===== src/rtl/input_debouncer_if.sv =====
// Bus bundle for the input debouncer.
//   enable     : freeze counters/levels and silence strobes when low
//   raw_in     : asynchronous pad inputs
//   clean_out  : debounced level per bit
//   rise_out   : one-cycle 0->1 strobe per bit
//   fall_out   : one-cycle 1->0 strobe per bit
//   any_change : OR of all strobes, same cycle as the strobes
interface input_debouncer_if #(
  parameter int unsigned WIDTH = 8
);
  logic             enable;
  logic [WIDTH-1:0] raw_in;
  logic [WIDTH-1:0] clean_out;
  logic [WIDTH-1:0] rise_out;
  logic [WIDTH-1:0] fall_out;
  logic             any_change;

  modport master (
    output enable, raw_in,
    input  clean_out, rise_out, fall_out, any_change
  );

  modport slave (
    input  enable, raw_in,
    output clean_out, rise_out, fall_out, any_change
  );
endinterface


===== src/rtl/input_debouncer.sv =====
// Input debouncer: two-flop synchroniser per bit, then a per-bit stability counter.
// A bit's clean level flips only after the synchronised value has differed from it for
// STABLE_CYCLES consecutive enabled cycles; rise/fall strobes mark the flip cycle.
// Ports:
//   clk   : system clock
//   rst_n : asynchronous active-low reset
//   bus   : input_debouncer_if slave (enable, raw_in in; clean/rise/fall/any_change out)
module input_debouncer #(
  parameter int unsigned WIDTH         = 8,
  parameter int unsigned STABLE_CYCLES = 5000,
  localparam int unsigned CNT_W        = $clog2(STABLE_CYCLES + 1)
) (
  input  logic             clk,
  input  logic             rst_n,
  input_debouncer_if.slave bus
);

  localparam logic [CNT_W-1:0] CntMax = CNT_W'(STABLE_CYCLES - 1);

  logic [WIDTH-1:0] r_sync1;
  logic [WIDTH-1:0] r_sync2;
  logic [WIDTH-1:0] r_clean;
  logic [WIDTH-1:0] r_rise;
  logic [WIDTH-1:0] r_fall;
  logic             r_any;
  logic [CNT_W-1:0] r_cnt [WIDTH];

  logic [WIDTH-1:0] w_clean_d;
  logic [WIDTH-1:0] w_rise_d;
  logic [WIDTH-1:0] w_fall_d;
  logic [CNT_W-1:0] w_cnt_d [WIDTH];

  always_comb begin
    w_clean_d = r_clean;
    w_rise_d  = '0;
    w_fall_d  = '0;
    for (int unsigned i = 0; i < WIDTH; i++) begin
      w_cnt_d[i] = r_cnt[i];
    end
    if (bus.enable) begin
      for (int unsigned i = 0; i < WIDTH; i++) begin
        if (r_sync2[i] == r_clean[i]) begin
          // Any return to the clean level discards partial progress.
          w_cnt_d[i] = '0;
        end else if (r_cnt[i] == CntMax) begin
          w_clean_d[i] = r_sync2[i];
          w_rise_d[i]  = r_sync2[i];
          w_fall_d[i]  = ~r_sync2[i];
          w_cnt_d[i]   = '0;
        end else begin
          w_cnt_d[i] = r_cnt[i] + CNT_W'(1);
        end
      end
    end
  end

  always_ff @(posedge clk or negedge rst_n) begin
    if (!rst_n) begin
      r_sync1 <= '0;
      r_sync2 <= '0;
      r_clean <= '0;
      r_rise  <= '0;
      r_fall  <= '0;
      r_any   <= 1'b0;
      for (int unsigned i = 0; i < WIDTH; i++) begin
        r_cnt[i] <= '0;
      end
    end else begin
      // Synchroniser runs regardless of enable so it never holds stale pad data.
      r_sync1 <= bus.raw_in;
      r_sync2 <= r_sync1;
      r_clean <= w_clean_d;
      r_rise  <= w_rise_d;
      r_fall  <= w_fall_d;
      r_any   <= |(w_rise_d | w_fall_d);
      for (int unsigned i = 0; i < WIDTH; i++) begin
        r_cnt[i] <= w_cnt_d[i];
      end
    end
  end

  assign bus.clean_out  = r_clean;
  assign bus.rise_out   = r_rise;
  assign bus.fall_out   = r_fall;
  assign bus.any_change = r_any;

endmodule


===== src/flat_wrapper.sv =====
// flat-port wrapper written by rule: the top's interface ports become plain ports
module input_debouncer_flat 
#(
  parameter int unsigned WIDTH         = 8,
  parameter int unsigned STABLE_CYCLES = 5000,
  localparam int unsigned CNT_W        = $clog2(STABLE_CYCLES + 1)
)
  (clk, rst_n, bus_enable, bus_raw_in, bus_clean_out, bus_rise_out, bus_fall_out, bus_any_change);
  input_debouncer_if #(.WIDTH(WIDTH)) bus_i ();
  input  logic clk;
  input  logic rst_n;
  input wire logic [$bits(bus_i.enable)-1:0] bus_enable;
  input wire logic [$bits(bus_i.raw_in)-1:0] bus_raw_in;
  output wire logic [$bits(bus_i.clean_out)-1:0] bus_clean_out;
  output wire logic [$bits(bus_i.rise_out)-1:0] bus_rise_out;
  output wire logic [$bits(bus_i.fall_out)-1:0] bus_fall_out;
  output wire logic [$bits(bus_i.any_change)-1:0] bus_any_change;
  assign bus_i.enable = bus_enable;
  assign bus_i.raw_in = bus_raw_in;
  assign bus_clean_out = bus_i.clean_out;
  assign bus_rise_out = bus_i.rise_out;
  assign bus_fall_out = bus_i.fall_out;
  assign bus_any_change = bus_i.any_change;
  input_debouncer #(.WIDTH(WIDTH), .STABLE_CYCLES(STABLE_CYCLES)) u_core (.clk(clk), .rst_n(rst_n), .bus(bus_i));
endmodule

===== config.mk =====
export PLATFORM = sky130hd
export DESIGN_NAME = input_debouncer_flat
export DESIGN_NICKNAME = d
export VERILOG_FILES = /design/src/rtl/input_debouncer_if.sv /design/src/rtl/input_debouncer.sv /design/src/flat_wrapper.sv
export SDC_FILE = /design/constraint.sdc
export NUM_CORES = 1
export LEC_CHECK = 0
export CAP_MARGIN = 10
export CORE_MARGIN = 5
export CORE_UTILIZATION = 55
export CTS_CLUSTER_DIAMETER = 30
export CTS_CLUSTER_SIZE = 8
export DETAILED_ROUTE_END_ITERATION = 6
export PLACE_DENSITY = 0.74
export SETUP_SLACK_MARGIN = 0.3
export SYNTH_ARGS = -nofsm -noshare
export SYNTH_HDL_FRONTEND = slang
export SYNTH_SLANG_ARGS = --single-unit

===== constraint.sdc =====
create_clock -name clk -period 2.6 [get_ports clk]
set_input_delay 0.78 -clock clk [delete_from_list [all_inputs] [get_ports clk]]
set_output_delay 0.78 -clock clk [all_outputs]
set_load 0.005 [all_outputs]

==> results of run 1 <==
==> per-layer routing <==
layer / vias up / wire (um) / global-route usage
met5: - / 0 / 0
met3: 17 / 573 / 0.0494
met1: 2831 / 6810 / 0.288
li1: 2726 / - / -
met4: 0 / 151 / 0.0727
met2: 132 / 7610 / 0.350
==> layout make-up <==
type,count,area [um^2],area share
clock buffers,17,425,0.0510
clock inverters,14,238,0.0285
inverters,13,48.8,0.00585
multi-input cells,520,3270,0.392
flip-flops and latches,145,3630,0.435
well taps,172,215,0.0258
repair buffers,55,522,0.0625
==> registers in the layout, summed over array words and instances (netlist names) <==
register / count
u_core.bus.any_change: 1
u_core.bus.clean_out: 8
u_core.bus.fall_out: 8
u_core.bus.rise_out: 8
u_core.r_cnt: 104
u_core.r_sync1: 8
u_core.r_sync2: 8
==> worst register-to-register path, delay by kind of cell, from the launching register on <==
kind / cells / cell delay, ns
AOI/OAI and AO/OA: 1 / 0.18
and+or+nand+nor: 4 / 1.41
DFF: 1 / 0.44
==> final timing paths <==
check	to	from	slack [ns]
hold / removal	u_core.r_cnt[51]	rst_n	0.35
setup reg to reg	u_core.r_cnt[50]	u_core.r_cnt[42]	0.47
hold reg to reg	u_core.r_sync2[1]	u_core.r_sync1[1]	0.35
min in group clk	u_core.r_sync2[1]	u_core.r_sync1[1]	0.35
setup / recovery	bus_clean_out[0]	u_core.bus.clean_out[0]	0.45
max in group asynchronous	u_core.r_cnt[87]	rst_n	1.59
==> cell usage in the layout (no fill, tap or decap), types with 10 or more instances in the layout <==
| cell | instances |
|---|---|
| nand2_1 | 77 |
| clkbuf_16 | 17 |
| xnor2_1 | 10 |
| buf_4 | 18 |
| nor3b_1 | 14 |
| xor2_1 | 13 |
| a31oi_1 | 42 |
| dfrtp_1 | 145 |
| and3_1 | 21 |
| or3_1 | 16 |
| inv_1 | 13 |
| o21ai_0 | 43 |
| a21oi_1 | 34 |
| clkdlybuf4s50_1 | 33 |
| nor2_1 | 36 |
| nor3_1 | 18 |
| a22o_1 | 26 |
| nand3_1 | 53 |
==> kinds of logic (layout without fill, tap and decap cells) <==
logic type               count (synthesis)  in the layout  synth area share
AO/OA/AOI/OAI                          179            179             0.165
flip-flops                             145            145             0.515
AND/OR/NAND/NOR                        293            293             0.230
multiplexers                            17             17            0.0256
adder cells (fa/ha/maj)                  8              8            0.0142
XOR/XNOR                                23             23            0.0286
buffers and inverters                   38             99            0.0218
==> where the power goes <==
part | total [uW] | internal, uW | leakage, uW | switching [uW]
Combinational | 300 | 115 | 0.00132 | 185
Sequential | 2380 | 2320 | 0.00197 | 65.5
Clock | 2730 | 1790 | 0.000311 | 939
==> through the flow <==
step | cells | utilization
after floorplan | 703 | -
after global placement | 905 | 0.609
after detailed placement | 905 | 0.609
after CTS | 936 | 0.661
after global routing | 936 | 0.662
final | 936 | 0.662
==> metrics, run 1 <==
Synth-to-Final Area Change=18.4%; H-tree depth=4; pwr/cell area=~650 nW/um^2; DRC Markers=0; Yosys cell types=56; Setup Skew=0.00766 ns; synthesis-stage register bit count=145; Req. time, crit path=1.82 ns; syn avg cell area=10.0 um^2; Highest Clock Rate=between 400 and 500 MHz; gpl congestion=0.862; fin nets=around 770; total number of vias=5706; CP endpoint kind=output pin; CP Max Fanout=5; Finished Cell Area=8350 um^2; CTS tree=done; drt pass-1 iters=5; port bufs=35; Synth Flop Type=dfrtp_1; placed cell area=7680 um^2; slowest stage cell, crit path=clkdlybuf4s50_1; clk slew on worst S/H paths=0.06 ns; die area=15200 um^2; Yosys top cell area share=0.515; Final Power=5410 uW; Clock Latency Late Sink=0.42 ns; status=finished clean; layout cells sized above 1=0.109; Post-Place Worst Slack=0.221 ns; post-cts hold buffer count=0; crit path kind=flop to output pin; antenna violations before repair=0; global route total overflow=0; I/O pin cnt=36; final setup margin=0.445 ns; Die Height=about 120 um; CP arrival=1.37 ns; setup TNS=0 ns; Mapped Cells=703; Tcrit/Tclk final=0.829; fraction of registers with async set/reset=1.00; Final Hold Viols=0; gr usage total=0.216; CTS Root Cell=clkbuf_16; worst hold slack=around 0.35 ns; CTS Sinks=145; worst slew pin tran=between 0.5 and 0.6 ns; r2r worst-path depth=5; CP startpoint kind=flop; Gates resized, CTS repair=0; Chip Width=123 um; final slew viol count=0; CTS Buffer Depth=2; std cell rows=roughly 40; Max-slew headroom=0.621; EDFF count, synth=0; Setup Viol. Count Final=0; total CTS buffers=17; WP depth=1; Post-CTS Setup Inserts=0; crit-path leading delay family=buffers and inverters; Commonest cells post-synth=dfrtp_1 (145), nand2_1 (77), nand3_1 (53); yosys warns=0; syn nets=722; crit path buf inv count=1; Core ar.=12600 um^2; min cycle time layout=2.16 ns; Iter 0 DRT Violations=492; ranking of synthesized cells by area=dfrtp_1 (51%), nand2_1 (4.1%), nand3_1 (3.8%); number of global-route vias before repair=5643; first-pass GRT wire length=26.4 mm; unrepaired setup endpoints after global routing=no; Min-Delay Path Class=input pin to async pin; Via density=just over 6; sequential share of the synthesized area=0.515; Routed Antenna Nets=0; largest net degree at the start of global routing=62; wire per inst=16.2 um; drt total wl=15.1 mm; Max Cap Viol=0; Cell Chain, Critical Path=clkdlybuf4s50_1; Synth area leader=dfrtp_1; initial core utilization=0.559; max incr delay on CP=roughly 0.54 ns; Synth Cell Area=7050 um^2; P_leak=about 0.0036 uW; Fillers=slightly below 1000; count leader, synth=dfrtp_1; n_diodes=0; placed wire-length estimate=10.1 mm; Peak VDD IR=525 uV
(Power assumes the default switching activity.)
==> run 2: changes to the inputs <==
clock period = 2.1 ns   (was 2.6 ns; I/O delays follow)
==> run 2 against run 1 <==
Compared with the run above: combinational power rose by 66%; cell area rose by 12%; non-clock buffer count rose by 76; clock skew fell by 0.0028 ns; largest power group unchanged; worst hold slack got worse by 0.21 ns; global-route usage rose by 2.7 points; critical path type is now flop to flop; register-to-register slack got worse by 0.37 ns; sequential power rose by 24%; critical path depth rose by 5.
==> metrics, run 2 (synthesized netlist as in run 1, its figures left out) <==
switch share=0.234; antenna violations before repair=0; Setup Skew=slightly below 0.005 ns; Min-Delay Path Class=input pin to async pin; Biggest register=u_core.r_cnt; CP endpoint kind=flop; total CTS buffers=17; Peak VDD IR=724 uV; Synth-to-Final Area Change=32.7%; placed wire-length estimate=10.5 mm; worst reg2reg startpoint=u_core.r_cnt[5]; pwr/cell area=690 nW/um^2; R2R Path End=u_core.r_cnt[4]; placed cell area=7870 um^2; Req. time, crit path=around 2.4 ns; setup TNS=0 ns; Highest Clock Rate=500 MHz; Storage cell area=around 3600 um^2; unrepaired setup endpoints after global routing=yes; CP Max Fanout=4; H-tree depth=4; I/O pin cnt=36; clk slew on worst S/H paths=0.06 ns; fin nets=approximately 850; number of global-route vias before repair=6181; DRC Markers=0; Iter 0 DRT Violations=594; CP startpoint kind=flop; final setup margin=0.0995 ns; Post-Place Worst Slack=0.0482 ns; final slew viol count=0; min cycle time layout=2.00 ns; CTS Buffer Depth=2; Clock power frac=0.465; layout cells sized above 1=0.289; crit path kind=flop to flop; status=finished clean; std cell rows=41; Max Cap Viol=0; gpl congestion=0.877; most frequent cells in the layout=dfrtp_1 (141), buf_4 (79), nand2_1 (61); Fillers=855; Finished Cell Area=slightly above 9000 um^2; CTS tree=done; CP arrival=2.31 ns; Via density=6.16; total number of vias=between 6000 and 7000; CTS Root Cell=clkbuf_16; Clock Latency Late Sink=approximately 0.42 ns; drt total wl=18.2 mm; n_diodes=0; critical path startpoint=u_core.r_cnt[5]; worst slew pin tran=0.531 ns; Final Hold Viols=0; R2R Setup Slk=between 0.09 and 0.1 ns; switching power total=around 1500 uW; internal power=4940 uW; global route total overflow=0; r2r worst-path depth=6; P_leak=0.00421 uW; initial core utilization=0.559; Flop pwr share=0.458; Largest register FFs=104; first-pass GRT wire length=a little under 30 mm; Core ar.=roughly 13000 um^2; CTS Sinks=145; leading cell type in the layout, fill and taps excluded=dfrtp_1; Chip Width=123 um; drt pass-1 iters=6; Max-slew headroom=0.643; largest net degree at the start of global routing=47; die area=15200 um^2; wire per inst=18.0 um; gr usage total=0.243; Tcrit/Tclk final=0.953; combinational share of power=0.077; port bufs=35; area used by multi-input combinational logic=3730 um^2; Die Height=approximately 120 um; Routed Antenna Nets=0; Setup Viol. Count Final=0
[run 2: cell types whose count changed in the layout (fill, tap and decap cells not counted), sizes merged]
cell,delta
bufinv,-4
dlygate4sd2,+24
clkinv,+1
clkbuf,+5
clkdlybuf4s15,+1
buf,+76
inv,-1
nor2,+2
clkdlybuf4s50,-25
clkinvlp,-1
[run 2: critical path: stages (launching register included)]
cell and delay [ns]:
dfrtp_1 0.37, or4bb_1 0.55, nor4_4 0.33, buf_6 0.18, or2_4 0.13, nor3_1 0.05, a211o_1 0.27
[run 2: through the flow]
stage | utilization | hold WS [ns] | total power (uW) | cells
after global routing | 0.741 | 0.158 | 6690 | 1014
after detailed placement | 0.624 | 0.339 | 3400 | 922
after floorplan | - | 0.331 | 3210 | 703
final | 0.741 | 0.135 | 6450 | 1014
after CTS | 0.709 | 0.144 | 6430 | 997
after global placement | 0.624 | 0.334 | 3380 | 922
[run 2: timing repair]
action	4_1_cts	5_1_grt
gates cloned	4	0
setup buffers	40	17
hold buffers	0	0
resized for setup	73	71
setup endpoints to repair	100	87
pin swaps	21	37
[run 2: layout make-up]
class,count,share of cell area
Clock buffer,22,0.0518
Tap cell,172,0.0230
Timing Repair Buffer,131,0.121
Multi-Input combinational cell,522,0.399
Clock inverter,9,0.0114
Sequential cell,145,0.388
Inverter,13,0.00522
[run 2: metal layers]
metal,vias to the layer above,GRT usage,share of wire
li1,2880,-,-
met1,3108,0.305,0.42
met2,221,0.409,0.52
met3,36,0.0576,0.047
met4,0,0.0927,0.019
met5,-,0,0
[run 2: power by group through the flow]
stage	Combinational (uW)	Clock (uW)	Sequential, uW
floorplan	233	0	2980
global placement	387	0	2990
detailed placement	403	0	2990
CTS	445	3050	2940
global route	547	3180	2960
finish	497	3000	2950
[run 2: worst max-delay path by stage]
stage | cells after the start | endpoint
2_1_floorplan | 5 | u_core.r_cnt[4]
3_3_place_gp | 5 | u_core.r_cnt[4]
3_5_place_dp | 6 | u_core.r_cnt[103]
4_1_cts | 6 | u_core.r_cnt[4]
5_1_grt | 6 | u_core.r_cnt[4]
6_report | 6 | u_core.r_cnt[4]
